===== src/rtl/rf_port_arbiter.sv =====
// Shares a 1-write/2-read register file among NREQ requesters with round-robin
// priority, deferring same-address combinations and routing read data back by tag.
module rf_port_arbiter #(
  parameter int NREQ       = 4,
  parameter int DATA_WIDTH = 16,
  parameter int ADDR_WIDTH = 5
) (
  input  logic                       clk,
  input  logic                       reset,
  input  logic [NREQ-1:0]            req_valid,
  input  logic [NREQ-1:0]            req_write,
  input  logic [NREQ*ADDR_WIDTH-1:0] req_addr,
  input  logic [NREQ*DATA_WIDTH-1:0] req_wdata,
  output logic [NREQ-1:0]            req_ready,
  output logic [NREQ-1:0]            rsp_valid,
  output logic [NREQ*DATA_WIDTH-1:0] rsp_data,
  output logic [DATA_WIDTH-1:0]      rf_din,
  output logic [ADDR_WIDTH-1:0]      rf_wad,
  output logic [ADDR_WIDTH-1:0]      rf_rad1,
  output logic [ADDR_WIDTH-1:0]      rf_rad2,
  output logic                       rf_wen,
  output logic                       rf_ren1,
  output logic                       rf_ren2,
  input  logic [DATA_WIDTH-1:0]      rf_dout1,
  input  logic [DATA_WIDTH-1:0]      rf_dout2,
  input  logic                       rf_collision,
  output logic [15:0]                conflict_cnt,
  output logic                       rf_err
);

  localparam int          PW     = (NREQ > 1) ? $clog2(NREQ) : 1;
  localparam int unsigned NREQ_U = NREQ;

  logic [PW-1:0]              rr_ptr_q, rr_ptr_d;
  logic [NREQ-1:0]            pend_q, pend_d;
  logic [NREQ-1:0]            slot_q, slot_d;
  logic [NREQ*DATA_WIDTH-1:0] hold_q, hold_d;
  logic [15:0]                conflict_cnt_q, conflict_cnt_d;
  logic                       rf_err_q, rf_err_d;

  logic                  w_used;
  logic [1:0]            r_cnt;
  logic [ADDR_WIDTH-1:0] w_addr, r_addr1, r_addr2;
  logic [DATA_WIDTH-1:0] w_data;
  logic                  conflict;
  logic                  any_grant;
  logic [PW-1:0]         last_grant;
  logic [NREQ-1:0]       grant;

  // Single scan in priority order; each accepted request narrows what later ones may use.
  always_comb begin
    int unsigned           idx;
    logic [ADDR_WIDTH-1:0] a;
    grant      = '0;
    w_used     = 1'b0;
    r_cnt      = 2'd0;
    w_addr     = '0;
    w_data     = '0;
    r_addr1    = '0;
    r_addr2    = '0;
    conflict   = 1'b0;
    any_grant  = 1'b0;
    last_grant = rr_ptr_q;
    pend_d     = '0;
    slot_d     = '0;
    idx        = 0;
    a          = '0;
    for (int unsigned k = 0; k < NREQ_U; k++) begin
      idx = (32'(rr_ptr_q) + k) % NREQ_U;
      a   = req_addr[idx*ADDR_WIDTH +: ADDR_WIDTH];
      if (req_valid[idx] && !reset) begin
        if (req_write[idx]) begin
          if (!w_used) begin
            if ((r_cnt != 2'd0 && a == r_addr1) || (r_cnt == 2'd2 && a == r_addr2)) begin
              conflict = 1'b1;
            end else begin
              grant[idx] = 1'b1;
              w_used     = 1'b1;
              w_addr     = a;
              w_data     = req_wdata[idx*DATA_WIDTH +: DATA_WIDTH];
              any_grant  = 1'b1;
              last_grant = PW'(idx);
            end
          end
        end else if (r_cnt != 2'd2) begin
          if ((w_used && a == w_addr) || (r_cnt == 2'd1 && a == r_addr1)) begin
            conflict = 1'b1;
          end else begin
            grant[idx]  = 1'b1;
            pend_d[idx] = 1'b1;
            any_grant   = 1'b1;
            last_grant  = PW'(idx);
            if (r_cnt == 2'd0) begin
              r_addr1 = a;
            end else begin
              r_addr2     = a;
              slot_d[idx] = 1'b1;
            end
            r_cnt = r_cnt + 2'd1;
          end
        end
      end
    end
  end

  always_comb begin
    rr_ptr_d       = any_grant ? PW'((32'(last_grant) + 1) % NREQ_U) : rr_ptr_q;
    conflict_cnt_d = conflict_cnt_q;
    if (conflict && conflict_cnt_q != 16'hFFFF) begin
      conflict_cnt_d = conflict_cnt_q + 16'd1;
    end
    rf_err_d = rf_err_q | rf_collision;
  end

  // A response tag outstanding when reset arrives is suppressed immediately.
  always_comb begin
    rsp_valid = pend_q & {NREQ{~reset}};
    rsp_data  = hold_q;
    for (int unsigned i = 0; i < NREQ_U; i++) begin
      if (rsp_valid[i]) begin
        rsp_data[i*DATA_WIDTH +: DATA_WIDTH] = slot_q[i] ? rf_dout2 : rf_dout1;
      end
    end
    hold_d = rsp_data;
  end

  always_ff @(posedge clk) begin
    if (reset) begin
      rr_ptr_q       <= '0;
      pend_q         <= '0;
      slot_q         <= '0;
      hold_q         <= '0;
      conflict_cnt_q <= '0;
      rf_err_q       <= 1'b0;
    end else begin
      rr_ptr_q       <= rr_ptr_d;
      pend_q         <= pend_d;
      slot_q         <= slot_d;
      hold_q         <= hold_d;
      conflict_cnt_q <= conflict_cnt_d;
      rf_err_q       <= rf_err_d;
    end
  end

  assign req_ready    = grant;
  assign rf_wen       = w_used;
  assign rf_wad       = w_addr;
  assign rf_din       = w_data;
  assign rf_ren1      = (r_cnt != 2'd0);
  assign rf_ren2      = (r_cnt == 2'd2);
  assign rf_rad1      = r_addr1;
  assign rf_rad2      = r_addr2;
  assign conflict_cnt = conflict_cnt_q;
  assign rf_err       = rf_err_q;

endmodule

===== config.mk =====
export PLATFORM = sky130hd
export DESIGN_NAME = rf_port_arbiter
export DESIGN_NICKNAME = d
export VERILOG_FILES = /design/src/rtl/rf_port_arbiter.sv
export SDC_FILE = /design/constraint.sdc
export NUM_CORES = 1
export LEC_CHECK = 0
export ABC_AREA = 1
export ABC_CLOCK_PERIOD_IN_PS = 10450
export CAP_MARGIN = 30
export CORE_UTILIZATION = 42
export CTS_CLUSTER_DIAMETER = 30
export CTS_CLUSTER_SIZE = 28
export DETAILED_ROUTE_END_ITERATION = 10
export MAX_ROUTING_LAYER = met4
export PLACE_DENSITY = 0.8
export SKIP_CTS_REPAIR_TIMING = 1
export SYNTH_ARGS = -nofsm -noshare
export SYNTH_HDL_FRONTEND = slang
export SYNTH_SLANG_ARGS = --single-unit

===== constraint.sdc =====
create_clock -name clk -period 10.45 [get_ports clk]
set_input_delay 1.045 -clock clk [delete_from_list [all_inputs] [get_ports clk]]
set_output_delay 1.045 -clock clk [all_outputs]
set_load 0.005 [all_outputs]

==> results.py, run 1 <==
metrics = {
    "timing": {
        "clock_skew_ps": 10.3,
        "timing.final.crit_share": 0.878,
        "hold_viol": 0,
        "setup_violations": 0,
        "rsz0062_at_grt": "no",
        "slew_violations": 0,
        "whs_ps": 472,
        "finalSetupTns_ps": 0,
        "timing.fmax_mhz": 109,
        "min_period_ps": 9180,
        "slew_headroom": 0.295,
        "fin_ws_ps": 1270,
        "worst_slew_pin_slew_ps": 1060,
    },
    "synth": {
        "synthTopCellsByArea": "dfxtp_1, nand2_1, o21ai_0",
        "syn_nets": 1718,
        "ys_ff_latch": 91,
        "synth-seq-area-share": 0.198,
        "synthCells": 1579,
        "yosysTopAreaCell": "dfxtp_1",
        "synthDistinctLibCells": 48,
        "yosys-top-cells-count": "nand2_1, o21ai_0, nor2_1",
        "async_flop_share": 0,
        "yosys_warnings": 0,
        "synth-main-ff-cell": "dfxtp_1",
        "yosysMostFrequentCell": "nand2_1",
        "synth_edf_count": 0,
        "syn_area_um2": 9210,
        "avgSynthCellArea_um2": 5.83,
        "netlist.area_leader.share": 0.198,
    },
    "worst_setup_path": {
        "end_kind": "output pin",
        "cp_slowest_stage_delay_ps": 880,
        "critPathMaxFanout": 21,
        "slowest_stage": "clkdlybuf4s50_1",
        "cp_common_cell": "nand2_1",
        "cp.required_ps": 9410,
        "cp-start-kind": "input pin",
        "crit_arrival_ps": 8130,
        "crit_type": "in -> out",
    },
    "clock_network": {
        "cts_htree_levels": 3,
        "clockBufferDepth": 2,
        "cts_tree": "yes",
        "clock_sinks": 91,
        "insertion_delay_ps": 340,
        "path_clk_slew_ps": 60,
        "numCtsBuffers": 9,
        "cts_root_buf": "clkbuf_16",
    },
    "status": {
        "outcome": "finished, final reports clean",
    },
    "drt": {
        "routedWlPerCell_um": 15.1,
        "first_pass_iters": 6,
        "ant_nets": 0,
        "viasPerCell": 5.40,
        "routed_wl_um": 30900,
        "num_vias": 11018,
        "drc": 0,
        "drtIter0Drc": 862,
    },
    "place": {
        "pre_cts_slack_ps": 1420,
        "post_dp_cell_area_um2": 11700,
        "gp_congestion": 0.958,
        "dpl.hpwl_um": 23800,
        "port_buffers": 249,
    },
    "floorplan": {
        "fp-row-count": 53,
        "start_util": 0.433,
        "core_um2": 21300,
        "die_area_um2": 22500,
        "die_h_um": 150,
        "io_pins": 250,
        "die-width_um": 150,
    },
    "finish": {
        "postLayoutCoreUtil": 0.563,
        "nFillCells": 2080,
        "area_delta_synth_final_pct": 30.1,
        "drive_gt1_frac": 0.0510,
        "final_cell_area_um2": 12000,
        "layout.nets": 1901,
    },
    "global_routing": {
        "grt_pass1_wl_um": 49600,
        "antenna_found_initial": 1,
        "first_global_vias": 10124,
        "grt_remaining_overflow": 0,
        "grt_max_degree": 80,
        "grtUsageTotal": 0.281,
    },
    "power": {
        "leakagePower_nw": 5.20,
        "p_per_area_nw_per_um2": 248,
        "ir_worst_vdd_v": 0.000120,
    },
    "run": {
        "cap_viol_max_count": 0,
    },
    "worst_hold_path": {
        "hp-class": "reg -> reg",
    },
}
==> sequential cells by signal (all words and copies together), names as in the netlist <==
name	flops
slot_q	4
hold_q	64
conflict_cnt	16
pend_q	4
rf_err	1
rr_ptr_q	2
==> cell type report <==
| class | count | area [um^2] | share of cell area |
|---|---|---|---|
| multi-input combinational | 1257 | 6400 | 0.534 |
| timing repair buffer | 257 | 2560 | 0.214 |
| sequential | 91 | 1830 | 0.152 |
| inverter | 146 | 551 | 0.0459 |
| tap | 275 | 344 | 0.0287 |
| clock buffer | 10 | 239 | 0.0199 |
| clock inverter | 5 | 60.1 | 0.00501 |
| antenna | 1 | 2.50 | 0.000209 |
==> critical path: cells and delay by family <==
family / cells / cell delay, ps
compound gates: 3 / 950
fa+ha+maj: 3 / 800
simple gates: 18 / 3250
buf+inv: 6 / 2070
==> power by group <==
part | switching (mW) | leakage [nW] | internal [mW]
registers | 0.0571 | 0.738 | 0.390
clock network | 0.138 | 0.145 | 0.192
logic | 1.34 | 4.32 | 0.852
total | 1.53 | 5.20 | 1.43
==> final timing paths <==
| check | startpoint | end | slack, ps | depth (start not counted) |
|---|---|---|---|---|
| setup reg to reg | rr_ptr_q[0] | rr_ptr_q[1] | 3300 | 36 |
| hold / removal | rf_err | rf_err | 470 | 2 |
| hold reg to reg | rf_err | rf_err | 470 | 2 |
| setup / recovery | reset | req_ready[2] | 1270 | 30 |
==> metal layers <==
metal  vias to the layer above  global-route usage  share of wire
met1                      4889               0.362           0.44
met4                         0               0.128          0.045
met5                         -                   -              0
met3                        86              0.0387          0.070
met2                       471               0.435           0.44
li1                       5572                   -              -
==> cell families (layout without fill, tap and decap cells) <==
| family | Yosys count | in the layout | share of synthesized area |
|---|---|---|---|
| buffers and inverters | 231 | 418 | 0.107 |
| DFF | 91 | 91 | 0.198 |
| muxes | 38 | 38 | 0.0413 |
| and+or+nand+nor | 845 | 845 | 0.413 |
| xor gates and xnor gates | 18 | 18 | 0.0171 |
| other | 0 | 1 | 0 |
| adders and majority gates | 12 | 12 | 0.0163 |
| AOI/OAI and AO/OA | 344 | 344 | 0.208 |
==> placed cells by master (no fill, tap or decap), types with 2 or more instances in the layout <==
cell	count
buf_4	7
clkdlybuf4s50_1	249
o2111ai_1	15
nand4_2	3
nand2_2	11
nand3_2	11
nor3_1	12
nand3b_1	2
xnor2_1	2
inv_2	13
clkbuf_16	9
o31ai_1	6
inv_1	131
nand3_1	105
o21ai_2	2
o211ai_1	24
nor2_1	153
ha_1	12
o21ai_1	11
a31oi_1	6
o21bai_1	3
nor2_4	5
o21ai_0	172
nand2_1	442
o22ai_1	8
nand4_1	17
nand2_4	7
a32oi_1	2
inv_6	2
nor2_2	9
and2_1	65
dfxtp_1	90
xor2_1	16
a21oi_1	89
mux2i_1	38
==> through the flow <==
step                instances  power [mW]
floorplan                1579        1.85
detailed placement       2026        2.61
global route             2042        3.25
global placement         2025        2.60
finish                   2042        2.97
CTS                      2041        2.95
No activity file was read; power rests on OpenSTA's default activity.
==> inputs of run 2 (changes only) <==
Settings changed: ABC_AREA 1 to unset, ABC_CLOCK_PERIOD_IN_PS 10450 to 8800.
Clock period 10.45 ns to 8.8 ns, I/O delays scaled along.
==> run 2 against run 1 <==
  * Clock power rose by 27%
  * Synthesized cell count shrank 31%
  * Final cell count down 23%
  * Largest power group unchanged
  * Combinational power grew 25%
  * Critical endpoint is now rf_din[11]
  * Non-clock buffer count is 18 higher
  * Routed wire length fell by 4.0%
  * Power increased by 23%
  * Sequential share of layout area decreased by 0.097 points
  * Global-route usage shrank 1.1 points
  * Register-to-register slack lost 1400 ps
==> results.py, run 2 <==
metrics = {
    "synth": {
        "ys_ff_latch": 91,
        "syn_nets": 1235,
        "yosysMostFrequentCell": "mux2i_1",
        "async_flop_share": 0,
        "avgSynthCellArea_um2": 8.20,
        "synth-main-ff-cell": "dfxtp_1",
        "netlist.area_leader.share": 0.203,
        "synthCells": 1096,
        "synth-seq-area-share": 0.203,
        "yosys_warnings": 0,
        "synthDistinctLibCells": 75,
        "synthTopCellsByArea": "dfxtp_1, mux2i_1, o21ai_0",
        "yosysTopAreaCell": "dfxtp_1",
        "syn_area_um2": 8980,
        "synth_edf_count": 0,
        "yosys-top-cells-count": "mux2i_1, nand2_1, o21ai_0",
    },
    "finish": {
        "largest-register": "hold_q",
        "final_common_cell": "clkdlybuf4s50_1",
        "drive_gt1_frac": 0.0930,
        "multi_input_area_um2": 6630,
        "final_cell_area_um2": 12100,
        "nFillCells": 1876,
        "largest_register_ffs": 64,
        "area_delta_synth_final_pct": 34.4,
        "mostFrequentLayoutCells": "clkdlybuf4s50_1, mux2i_1, nand2_1",
        "layout.nets": 1425,
        "ff_latch_area_um2": 1830,
        "diodes": 0,
    },
    "worst_setup_path": {
        "path_buf_inv": 7,
        "cp.required_ps": 7920,
        "r2r_start": "rr_ptr_q[1]",
        "rrSetupSlack_ps": 1940,
        "crit_type": "reg -> out",
        "crit_arrival_ps": 7400,
        "r2r_end": "conflict_cnt[0]",
        "rr_worst_depth": 25,
        "critPathMaxFanout": 37,
        "slowest_stage": "ha_1",
        "cp_top_family": "compound AO/OA/AOI/OAI gates",
        "cp_common_cell": "ha_1",
        "end_kind": "output pin",
        "cp-start-kind": "register",
        "cp_slowest_stage_delay_ps": 750,
    },
    "floorplan": {
        "fp-row-count": 53,
        "die_h_um": 148,
        "core_um2": 21000,
        "die_area_um2": 22000,
        "io_pins": 250,
        "die-width_um": 148,
        "start_util": 0.427,
    },
    "clock_network": {
        "cts_htree_levels": 3,
        "clock_sinks": 91,
        "cts_root_buf": "clkbuf_16",
        "numCtsBuffers": 9,
        "insertion_delay_ps": 350,
        "path_clk_slew_ps": 70,
        "clockBufferDepth": 2,
        "cts_tree": "yes",
    },
    "power": {
        "p_per_area_nw_per_um2": 302,
        "ir_worst_vdd_v": 0.000295,
        "leakagePower_nw": 4.32,
    },
    "timing": {
        "rsz0062_at_grt": "no",
        "timing.fmax_mhz": 121,
        "hold_viol": 0,
        "clock_skew_ps": 6.05,
        "slew_violations": 0,
        "setup_violations": 0,
        "min_period_ps": 8280,
        "timing.final.crit_share": 0.941,
        "fin_ws_ps": 520,
        "worst_slew_pin_slew_ps": 1060,
        "slew_headroom": 0.294,
        "finalSetupTns_ps": 0,
    },
    "global_routing": {
        "met1_usage": 0.321,
        "grtUsageMet3": 0.0356,
        "grt_pass1_wl_um": 46500,
        "grt_max_degree": 102,
        "grt_remaining_overflow": 0,
        "first_global_vias": 8848,
        "grtUsageTotal": 0.270,
        "antenna_found_initial": 0,
        "grt_util_met2": 0.467,
        "grt_busiest_layer": "met2",
    },
    "place": {
        "port_buffers": 249,
        "dpl.hpwl_um": 22100,
        "post_dp_cell_area_um2": 11600,
        "pre_cts_slack_ps": 811,
        "gp_congestion": 0.961,
    },
    "drt": {
        "drc": 0,
        "ant_nets": 0,
        "routedWlPerCell_um": 18.9,
        "num_vias": 9414,
        "routed_wl_um": 29700,
        "drtIter0Drc": 680,
        "first_pass_iters": 5,
        "viasPerCell": 6.01,
    },
    "worst_hold_path": {
        "min_to": "rf_err",
        "min-delay-start": "rf_err",
        "hp-class": "reg -> reg",
        "hold_path_depth": 2,
    },
    "run": {
        "cap_viol_max_count": 0,
    },
    "status": {
        "outcome": "finished, final reports clean",
    },
}
[run 2: cell types whose count changed in the layout (fill, tap and decap cells not counted), moves of 22 or more]
cell,delta
o21ai_0,-70
nor2b_1,+81
and2_1,-61
mux2_2,+22
nand2_1,-335
nand3_1,-91
inv_1,-105
mux2i_1,+123
nor2_1,-104
a21oi_1,-61
o221ai_1,+25
[run 2: power by group]
| part | internal, mW | switching, mW | total, mW |
|---|---|---|---|
| combinational | 1.31 | 1.43 | 2.74 |
| clock | 0.251 | 0.168 | 0.420 |
| sequential | 0.465 | 0.0250 | 0.490 |
[run 2: layout make-up]
| cell class | instances | area share |
|---|---|---|
| clock buffer | 11 | 0.0193 |
| clock inverter | 5 | 0.00705 |
| inverter | 27 | 0.00840 |
| multi-input combinational | 882 | 0.550 |
| sequential | 91 | 0.151 |
| tap | 275 | 0.0285 |
| timing repair buffer | 275 | 0.236 |
[run 2: metrics by stage]
| stage | std cells | power, mW | hold slack [ps] | utilization |
|---|---|---|---|---|
| floorplan | 1096 | 2.23 | 456 | - |
| global route | 1566 | 3.89 | 507 | 0.574 |
| CTS | 1559 | 3.60 | 478 | 0.567 |
| finish | 1566 | 3.65 | 479 | 0.574 |
| detailed placement | 1543 | 3.17 | 458 | 0.551 |
| global placement | 1540 | 3.12 | 448 | 0.548 |
[run 2: how the worst max path moves through the flow]
| stage | startpoint | endpoint | cells after the start |
|---|---|---|---|
| after floorplan | rr_ptr_q[0] | req_ready[0] | 33 |
| after global placement | req_addr[12] | rf_din[14] | 26 |
| after detailed placement | req_addr[12] | rf_din[11] | 26 |
| after CTS | rr_ptr_q[1] | rf_din[11] | 24 |
| after global routing | rr_ptr_q[1] | rf_din[11] | 26 |
| final | rr_ptr_q[1] | rf_din[11] | 27 |
[run 2: worst register-to-register path, stage by stage, from the launching register on]
cell      delay (ps)
dfxtp_2          330
clkinv_1         230
ha_1             750
mux4_2           530
xor2_1           220
nor2_1           280
nand3_1          110
buf_4            170
ha_1             280
mux2i_1          340
ha_1             280
nor2_1            70
nand2b_1         190
a211oi_2          80
buf_4            190
xnor2_1          350
inv_1            130
ha_1             240
o221ai_1          80
a311o_1          150
a311o_1          110
a221o_1          130
a21oi_1           90
a211oi_2         820
a21bo_1          250
mux2_2           330
[run 2: cell families after synthesis]
group	share of synthesized area
adders and majority gates	0.0167
xor gates and xnor gates	0.0253
and+or+nand+nor	0.179
muxes	0.269
AOI/OAI and AO/OA	0.247
DFF	0.203
buffers and inverters	0.0596
[run 2: per-layer routing]
layer / wire length [um] / vias up
met5: 0 / -
li1: - / 4498
met4: 804 / 0
met1: 12200 / 4466
met2: 14700 / 386
met3: 1920 / 64
==> inputs of run 3 (changes only) <==
Settings changed: SKIP_LAST_GASP set to 1.
==> results of run 3 <==
Same layout as run 2: the final DEF is identical, and so are final timing and power.
